## src/rtl/divider_pkg.sv

```systemverilog
// Shared widths, step count and FSM encoding for the 32/16 sequential divider.
// Pure declarations; no latency or flow-control behaviour of its own.
package divider_pkg;

   localparam int unsigned DIVIDEND_W = 32;
   localparam int unsigned DIVISOR_W  = 16;
   localparam int unsigned N_STEPS    = 32;
   localparam int unsigned CNT_W      = 6;

   localparam logic [CNT_W-1:0] LAST_STEP = CNT_W'(N_STEPS - 1);

   typedef enum logic [1:0] {
      IDLE = 2'd0,
      CALC = 2'd1,
      DONE = 2'd2
   } state_t;

endpackage

```

## src/rtl/div_step.sv

```systemverilog
// One combinational restoring-division iteration on a 17-bit partial remainder.
// Zero latency; no flow control.
module div_step
   import divider_pkg::*;
(
   input  logic [DIVISOR_W:0]   rem_i,
   input  logic                 bit_i,
   input  logic [DIVISOR_W-1:0] divisor_i,
   output logic [DIVISOR_W:0]   rem_o,
   output logic                 q_bit_o
);

   logic [DIVISOR_W:0] shifted;
   logic [DIVISOR_W:0] diff;

   // A set top bit means the shifted value exceeds any 16-bit divisor; the
   // modular 17-bit difference is still exact because the result is < divisor.
   assign shifted = {rem_i[DIVISOR_W-1:0], bit_i};
   assign diff    = shifted - {1'b0, divisor_i};
   assign q_bit_o = rem_i[DIVISOR_W] | (shifted >= {1'b0, divisor_i});
   assign rem_o   = q_bit_o ? diff : shifted;

endmodule

```

## src/rtl/divider_32by16_seq.sv

```systemverilog
// Unsigned 32/16 restoring divider: 33 cycles accept-to-done (1 for divisor 0).
// start is sampled only in IDLE; requests while busy are dropped, never queued.
module divider_32by16_seq
   import divider_pkg::*;
(
   input  logic                  clk,
   input  logic                  rst_n,
   input  logic                  start,
   input  logic [DIVIDEND_W-1:0] dividend,
   input  logic [DIVISOR_W-1:0]  divisor,
   output logic                  busy,
   output logic                  done,
   output logic [DIVIDEND_W-1:0] quotient,
   output logic [DIVISOR_W-1:0]  remainder,
   output logic                  div_by_zero,
   output logic                  q_fits16
);

   state_t                state_q, state_d;
   logic [CNT_W-1:0]      cnt_q, cnt_d;
   logic [DIVIDEND_W-1:0] dvd_q, dvd_d;
   logic [DIVISOR_W-1:0]  dvs_q, dvs_d;
   logic [DIVISOR_W:0]    prem_q, prem_d;
   logic [DIVIDEND_W-1:0] quotient_q, quotient_d;
   logic [DIVISOR_W-1:0]  remainder_q, remainder_d;
   logic                  dbz_q, dbz_d;
   logic                  fits_q, fits_d;

   logic [DIVISOR_W:0]    step_rem;
   logic                  step_qbit;
   logic [DIVIDEND_W-1:0] quot_next;

   div_step u_step (
      .rem_i     (prem_q),
      .bit_i     (dvd_q[DIVIDEND_W-1]),
      .divisor_i (dvs_q),
      .rem_o     (step_rem),
      .q_bit_o   (step_qbit)
   );

   // Dividend bits leave at the top while quotient bits enter at the bottom,
   // so after the last step the operand register holds the full quotient.
   assign quot_next = {dvd_q[DIVIDEND_W-2:0], step_qbit};

   always_comb begin
      state_d     = state_q;
      cnt_d       = cnt_q;
      dvd_d       = dvd_q;
      dvs_d       = dvs_q;
      prem_d      = prem_q;
      quotient_d  = quotient_q;
      remainder_d = remainder_q;
      dbz_d       = dbz_q;
      fits_d      = fits_q;
      case (state_q)
         IDLE: begin
            if (start) begin
               if (divisor != '0) begin
                  dvd_d   = dividend;
                  dvs_d   = divisor;
                  prem_d  = '0;
                  cnt_d   = '0;
                  state_d = CALC;
               end else begin
                  quotient_d  = '1;
                  remainder_d = dividend[DIVISOR_W-1:0];
                  dbz_d       = 1'b1;
                  fits_d      = 1'b0;
                  state_d     = DONE;
               end
            end
         end
         CALC: begin
            prem_d = step_rem;
            dvd_d  = quot_next;
            cnt_d  = cnt_q + 1'b1;
            if (cnt_q == LAST_STEP) begin
               quotient_d  = quot_next;
               remainder_d = step_rem[DIVISOR_W-1:0];
               dbz_d       = 1'b0;
               fits_d      = (quot_next[DIVIDEND_W-1:DIVISOR_W] == '0);
               state_d     = DONE;
            end
         end
         DONE:    state_d = IDLE;
         default: state_d = IDLE;
      endcase
   end

   always_ff @(posedge clk or negedge rst_n) begin
      if (!rst_n) begin
         state_q     <= IDLE;
         cnt_q       <= '0;
         dvd_q       <= '0;
         dvs_q       <= '0;
         prem_q      <= '0;
         quotient_q  <= '0;
         remainder_q <= '0;
         dbz_q       <= 1'b0;
         fits_q      <= 1'b1;
      end else begin
         state_q     <= state_d;
         cnt_q       <= cnt_d;
         dvd_q       <= dvd_d;
         dvs_q       <= dvs_d;
         prem_q      <= prem_d;
         quotient_q  <= quotient_d;
         remainder_q <= remainder_d;
         dbz_q       <= dbz_d;
         fits_q      <= fits_d;
      end
   end

   assign busy        = (state_q != IDLE);
   assign done        = (state_q == DONE);
   assign quotient    = quotient_q;
   assign remainder   = remainder_q;
   assign div_by_zero = dbz_q;
   assign q_fits16    = fits_q;

endmodule

```

## config.mk

```make
export PLATFORM = sky130hd
export DESIGN_NAME = divider_32by16_seq
export DESIGN_NICKNAME = d
export VERILOG_FILES = /design/src/rtl/divider_pkg.sv /design/src/rtl/div_step.sv /design/src/rtl/divider_32by16_seq.sv
export SDC_FILE = /design/constraint.sdc
export NUM_CORES = 1
export LEC_CHECK = 0
export BUFFER_PORTS_ARGS = -buffer_cell sky130_fd_sc_hd__buf_4
export CAP_MARGIN = 20
export CORE_AREA = 3 3 107 109
export CTS_BUF_LIST = sky130_fd_sc_hd__clkbuf_2
export DETAILED_ROUTE_END_ITERATION = 12
export DIE_AREA = 0 0 110 112
export HOLD_SLACK_MARGIN = 0.15
export PLACE_DENSITY = 0.8
export SLEW_MARGIN = 20
export SYNTH_ARGS = -nofsm -noshare
export SYNTH_HDL_FRONTEND = slang
export SYNTH_SLANG_ARGS = --single-unit
```

## constraint.sdc

```tcl
create_clock -name clk -period 3.6 [get_ports clk]
set_clock_uncertainty 0.15 [all_clocks]
set_input_delay 0.18 -clock clk [delete_from_list [all_inputs] [get_ports clk]]
set_output_delay 0.18 -clock clk [all_outputs]
set_load 0.03 [all_outputs]
```

==> flow_summary_export.csv, run 1 <==
group,metric,value,unit
global_route,grt.total_usage,0.276,
logic_synthesis,postSynthCellCount,610,
worst_setup_path,required_time_of_the_worst_setup_path,4050,ps
logic_synthesis,yosys_warnings,0,
sta,timing.final.crit_period,3170,ps
detailed_routing,vias_per_cell,5.74,
sta,timing.setup.tns,0,ps
logic_synthesis,syn_area_per_cell,9.95,um^2
placement,preCtsSetupSlack,336,ps
global_route,initial_antenna_violation_count,0,
placement,gp_routability_congestion,0.859,
die,die_x,110,um
detailed_routing,final_antenna_net_count,0,
sta,timing.final.setup_violations,0,
clock_network,clk_transition_reported_paths,180,ps
placement,place_hpwl,10700,um
clock_network,cts_root_buf,"sky130_fd_sc_hd__clkbuf_2",
die,floorplan.initialDensity,0.567,
logic_synthesis,synth_nets,679,
detailed_routing,drcViolationCount,0,
placement,post-place-cells,830,
worst_setup_path,cp-end-kind,"register",
power_and_ir_drop,p_int,4.33,mW
sta,timing_worst_slew_pin_value,998,ps
finish,antennaDiodeCount,0,
sta,fmax,316,MHz
finish,mostFrequentLayoutCells,"sky130_fd_sc_hd__dfrtp_1 (122), sky130_fd_sc_hd__buf_4 (110), sky130_fd_sc_hd__nand2_1 (78)",
finish,final_nets,855,
logic_synthesis,syn-cell-area,0.00607,mm^2
power_and_ir_drop,clock_power_share,0.103,
logic_synthesis,synth-edff-count,0,
power_and_ir_drop,vdd_drop_max,604,uV
global_route,grt_first_pass_wirelength,26500,um
sta,final-max-slew-violation-count,0,
global_route,grt_pass1_vias,5533,
logic_synthesis,async_flop_share,1.00,
clock_network,clk_latency,660,ps
clock_network,cts.htree.levels,4,
power_and_ir_drop,total_leakage_power,3.77,nW
die,core_area,0.0107,mm^2
detailed_routing,detailroute.via_count,5385,
clock_network,cts_buffer_depth,2,
detailed_routing,drt_first_iter_violations,294,
logic_synthesis,yosys_register_bits,123,
sta,slew_headroom,0.333,
global_route,globalRoute.totalOverflow,0,
finish,mostFrequentLayoutCell,"sky130_fd_sc_hd__dfrtp_1",
worst_setup_path,worst-path-max-fanout,3,
detailed_routing,total_routed_wirelength,16300,um
detailed_routing,drt_pass1_iterations,5,
worst_setup_path,worst_ep_arrival_time,3620,ps
clock_network,tritoncts_num_sinks,123,
sta,finalWorstSetupSlack,434,ps
clock_network,numCtsBuffers,17,
power_and_ir_drop,share_comb_of_total_power,0.587,
die,boundaryPins,103,
die,placement_rows,38,
worst_setup_path,startpoint_type,"register",
finish,final_cells,938,
finish,synthToLayoutAreaGrowth,31.5,%
placement,numPortBuffers,102,
sta,finalHoldViolations,0,
power_and_ir_drop,netSwitchingFraction,0.456,
detailed_routing,post_drt_wl_per_cell,17.4,um
sta,finalCritPeriodShare,0.879,
min_path,worstHoldPathType,"input port to register",
power_and_ir_drop,cellPowerDensity,998,mW/mm^2
die,area_of_the_die,0.0123,mm^2
outcome,outcome,"complete, no violations",
clock_network,cts_resized,0,
finish,final_layout_size_suffix_gt1_frac,0.219,
logic_synthesis,synth.distinct_cells,58,
global_route,grt_max_degree,78,
logic_synthesis,ys_seq_area_frac,0.508,
power_and_ir_drop,share_seq_of_total_power,0.310,
power_and_ir_drop,overall_power_consumption,7.96,mW
power_and_ir_drop,power.switching,3.63,mW
flow_run,maxCapViolCount,0,
sta,grt_setup_unrepaired,"no",
logic_synthesis,ys_dominant_reg_cell,"sky130_fd_sc_hd__dfrtp_1",
die,die_h,112,um
clock_network,tritoncts,"done",
worst_setup_path,timing.setup.critical_path_class,"register to register",
-- sequential cells by signal, indices dropped and copies added (netlist names) --
name         flops
q_fits16         1
state_q          2
prem_q          17
cnt_q            6
div_by_zero      1
dvs_q           16
dvd_q           32
quotient        32
remainder       16
-- metal layers --
layer	up-vias	share of wire	routed length (um)	GRT usage
met5	-	0	0	0
li1	2509	-	-	-
met2	194	0.51	8330	0.458
met3	46	0.067	1100	0.0800
met1	2636	0.39	6400	0.333
met4	0	0.029	467	0.117
-- stage by stage --
stage / hold slack (ps) / utilization / instance area (um^2)
floorplan: -266 / - / 6070
global placement: 239 / 0.652 / 6970
detailed placement: 252 / 0.652 / 6970
CTS: 153 / 0.745 / 7970
global route: 173 / 0.746 / 7980
finish: 214 / 0.746 / 7980
-- kinds of logic after synthesis --
logic type / share of synthesized area
compound gates: 0.180
xor+xnor: 0.0159
fa+ha+maj: 0.0384
buf+inv: 0.0369
flops: 0.508
mux: 0.0833
simple gates: 0.138
-- path summary, 6_finish.rpt --
path | from | endpoint | slack [ps] | cells after the start
max reg2reg | dvd_q[31] | prem_q[16] | 430 | 12
max | dvd_q[31] | prem_q[16] | 430 | 12
min in group asynchronous | rst_n | q_fits16 | 450 | 3
max in group asynchronous | rst_n | prem_q[15] | 2460 | 4
min | dividend[5] | remainder[5] | 210 | 4
min reg2reg | quotient[4] | quotient[4] | 360 | 1
-- power by group through the flow --
| stage | registers [mW] | clock network (mW) | logic [mW] |
|---|---|---|---|
| final | 2.47 | 0.817 | 4.67 |
| after global routing | 2.55 | 0.901 | 5.13 |
| after CTS | 2.46 | 0.832 | 4.60 |
| after detailed placement | 2.49 | 0 | 4.50 |
| after global placement | 2.46 | 0 | 4.34 |
| after floorplan | 2.72 | 0 | 3.04 |
-- cell usage after synthesis (all sizes together) (2+ instances only) --
cell	instances	area share
nor2b	6	0.0062
a2111oi	2	0.0029
dfrtp	122	0.50
a31oi	7	0.0072
nor3	2	0.0016
nand3	8	0.0066
clkbuf	23	0.014
o22ai	5	0.0052
and3	2	0.0021
a211oi	3	0.0037
buf	8	0.0072
o22a	20	0.029
xor2	4	0.0058
ha	17	0.035
and2	2	0.0021
o31a	3	0.0043
mux2i	28	0.046
mux2	20	0.037
inv	25	0.015
or3	8	0.0093
nand2	79	0.049
nor4	10	0.010
nor2	57	0.035
xnor2	7	0.010
o21a	4	0.0049
a22o	2	0.0029
o21bai	2	0.0025
o31ai	2	0.0025
a221oi	2	0.0039
a21o	21	0.026
nand4	7	0.0082
o21ai	37	0.031
a21oi	48	0.042
o211ai	5	0.0070
or2	4	0.0041
-- worst max-delay path, cell delays in order, from the launching register on --
cell,delay [ps]
sky130_fd_sc_hd__dfrtp_1,420
sky130_fd_sc_hd__inv_1,80
sky130_fd_sc_hd__ha_1,170
sky130_fd_sc_hd__inv_1,60
sky130_fd_sc_hd__fa_1,420
sky130_fd_sc_hd__a211oi_1,360
sky130_fd_sc_hd__o21ai_1,150
sky130_fd_sc_hd__a31oi_1,360
sky130_fd_sc_hd__o21ai_1,160
sky130_fd_sc_hd__a221oi_2,320
sky130_fd_sc_hd__nand2_1,80
sky130_fd_sc_hd__mux2_2,280
sky130_fd_sc_hd__o21ai_1,110
-- timing repair --
item | in CTS | in global routing
hold buffers | 77 | 0
setup buffers | 0 | 0
hold endpoints to repair | 148 | 0
-- cell type report --
cell class	count	area, um^2
multi-input cells	431	2790
well taps	140	175
flip-flops and latches	123	3080
fillers	728	2720
clock inverters	9	98.8
clock buffers	22	110
repair buffers	188	1630
inverters	25	93.8
Note: power is estimated with default switching activity, not from simulation.
==> inputs of run 2 (changes only) <==
Settings changed: BUFFER_PORTS_ARGS -buffer_cell sky130_fd_sc_hd__buf_4 to -buffer_cell sky130_fd_sc_hd__buf_2, PLACE_DENSITY 0.8 to not set, PLACE_DENSITY_LB_ADDON set to 0.12.
==> run 2 against run 1 <==
Largest cell class unchanged. First-iteration DRC count up 15%. Die area stayed put. Flip-flop and latch count did not move. Critical path depth shrank 1. Final area down 1.8%. Register-to-register slack got worse by 40 ps. Hold slack got worse by 15 ps. Final cell count increased by 0.64%. Critical path type unchanged. Clock-buffer cell count fell by 5. Power is 0.48% lower.
==> flow_summary_export.csv, run 2 (synthesized netlist as in run 1, its figures left out) <==
group,metric,value,unit
worst_setup_path,timing.critical_path.cells,"inv_1 > ha_1 > a21oi_1 > nor2b_1 > nor4_1 > o31a_1 > o221ai_2 > buf_4 > mux2_1 > nand2_1 > a31oi_1",
sta,timing.final.setup_violations,0,
die,area_of_the_die,0.0123,mm^2
detailed_routing,detailroute.via_count,5294,
worst_setup_path,worst_path_largest_cell_delay,390,ps
sta,finalHoldViolations,0,
power_and_ir_drop,total_leakage_power,3.71,nW
worst_setup_path,r2r_setup_slack,400,ps
global_route,globalRoute.totalOverflow,0,
sta,grt_setup_unrepaired,"no",
finish,final_core_utilization,0.733,
power_and_ir_drop,vdd_drop_max,537,uV
die,floorplan.initialDensity,0.567,
finish,mostFrequentLayoutCells,"sky130_fd_sc_hd__dfrtp_1 (122), sky130_fd_sc_hd__buf_2 (101), sky130_fd_sc_hd__dlygate4sd3_1 (83)",
clock_network,numCtsBuffers,17,
sta,fmax,312,MHz
die,placement_rows,38,
clock_network,cts_root_buf,"sky130_fd_sc_hd__clkbuf_2",
sta,timing.setup.tns,0,ps
power_and_ir_drop,overall_power_consumption,7.92,mW
worst_setup_path,required_time_of_the_worst_setup_path,4010,ps
finish,final_nets,860,
die,die_h,112,um
global_route,grt_first_pass_wirelength,26400,um
clock_network,cts.htree.levels,4,
worst_setup_path,slowest_stage,"sky130_fd_sc_hd__dfrtp_1",
sta,final-max-slew-violation-count,0,
finish,antennaDiodeCount,0,
clock_network,cts_resized,0,
detailed_routing,post_drt_wl_per_cell,17.1,um
sta,slew_headroom,0.425,
global_route,grt_pass1_vias,5395,
min_path,worstHoldPathType,"input port to register",
worst_setup_path,timing.setup.critical_path_class,"register to register",
die,core_area,0.0107,mm^2
worst_setup_path,worst_ep_arrival_time,3610,ps
detailed_routing,drt_first_iter_violations,339,
clock_network,tritoncts,"done",
worst_setup_path,worst-path-max-fanout,11,
placement,place_hpwl,10300,um
finish,final_layout_size_suffix_gt1_frac,0.218,
global_route,initial_antenna_violation_count,0,
placement,numPortBuffers,102,
sta,timing_worst_slew_pin_value,860,ps
worst_setup_path,cp-end-kind,"register",
clock_network,clk_latency,670,ps
detailed_routing,drt_pass1_iterations,6,
flow_run,maxCapViolCount,0,
global_route,grt_max_degree,81,
detailed_routing,final_antenna_net_count,0,
power_and_ir_drop,cellPowerDensity,1010,mW/mm^2
worst_setup_path,startpoint_type,"register",
detailed_routing,drcViolationCount,0,
finish,synthToLayoutAreaGrowth,29.2,%
sta,timing.final.crit_period,3200,ps
clock_network,clk_transition_reported_paths,200,ps
die,boundaryPins,103,
sta,finalCritPeriodShare,0.890,
global_route,grt.total_usage,0.275,
placement,gp_routability_congestion,0.871,
outcome,outcome,"complete, no violations",
detailed_routing,vias_per_cell,5.61,
clock_network,tritoncts_num_sinks,123,
clock_network,cts_buffer_depth,2,
die,die_x,110,um
detailed_routing,total_routed_wirelength,16200,um
finish,mostFrequentLayoutCell,"sky130_fd_sc_hd__dfrtp_1",
[run 2: cell count changes in the layout (fill, tap and decap cells not counted), moves of 3 or more]
cell	delta
sky130_fd_sc_hd__buf_4	-105
sky130_fd_sc_hd__buf_2	+101
sky130_fd_sc_hd__dlygate4sd3_1	+7
sky130_fd_sc_hd__clkinv_4	+3
sky130_fd_sc_hd__clkbuf_2	-5
sky130_fd_sc_hd__inv_6	+4
[run 2: worst paths after layout]
check,start,end,cells after the start
min in group asynchronous,rst_n,q_fits16,3
max in group asynchronous,rst_n,dvd_q[9],4
hold reg to reg,quotient[8],quotient[8],1
setup reg to reg,dvs_q[14],remainder[9],11
hold / removal,dividend[5],remainder[5],4
setup / recovery,dvs_q[14],remainder[9],11
[run 2: timing repair]
item                                   in CTS  in global routing
endpoints found under the hold margin     201                  0
hold buffers                               84                  0
buffers inserted                            0                  0
[run 2: critical path, delay by kind of cell (launching register included)]
| family | cells | cell delay (ps) |
|---|---|---|
| flip-flops | 1 | 390 |
| adder cells (fa/ha/maj) | 1 | 370 |
| AND/OR/NAND/NOR | 3 | 470 |
| buffers and inverters | 2 | 360 |
| multiplexers | 1 | 320 |
| AO/OA/AOI/OAI | 4 | 1040 |
[run 2: power by group]
group | leakage [nW] | switching, mW | internal, mW
Sequential | 1.43 | 0.456 | 2.00
Combinational | 2.14 | 2.64 | 1.90
Clock | 0.145 | 0.594 | 0.332
Total | 3.71 | 3.69 | 4.23
[run 2: stage by stage]
step           std cells  hold slack, ps  area (um^2)  setup slack (ps)
6_report             944             199         7840               397
5_1_grt              944             171         7840               226
4_1_cts              944             151         7840               417
3_5_place_dp         828             203         6730               479
3_3_place_gp         828             193         6730               593
2_1_floorplan        610            -266         6070               897
[run 2: layout make-up]
| type | instances | area (um^2) |
|---|---|---|
| Clock buffer | 17 | 85.1 |
| Clock inverter | 15 | 165 |
| Fill cell | 782 | 2860 |
| Inverter | 25 | 93.8 |
| Multi-Input combinational cell | 431 | 2780 |
| Sequential cell | 123 | 3080 |
| Tap cell | 140 | 175 |
| Timing Repair Buffer | 193 | 1460 |
[run 2: routing by layer]
metal | wire (um) | global-route usage | up-vias | part of all wire
li1 | - | - | 2524 | -
met1 | 6650 | 0.339 | 2565 | 0.41
met2 | 8290 | 0.465 | 174 | 0.51
met3 | 843 | 0.0632 | 31 | 0.052
met4 | 374 | 0.103 | 0 | 0.023
met5 | 0 | 0 | - | 0
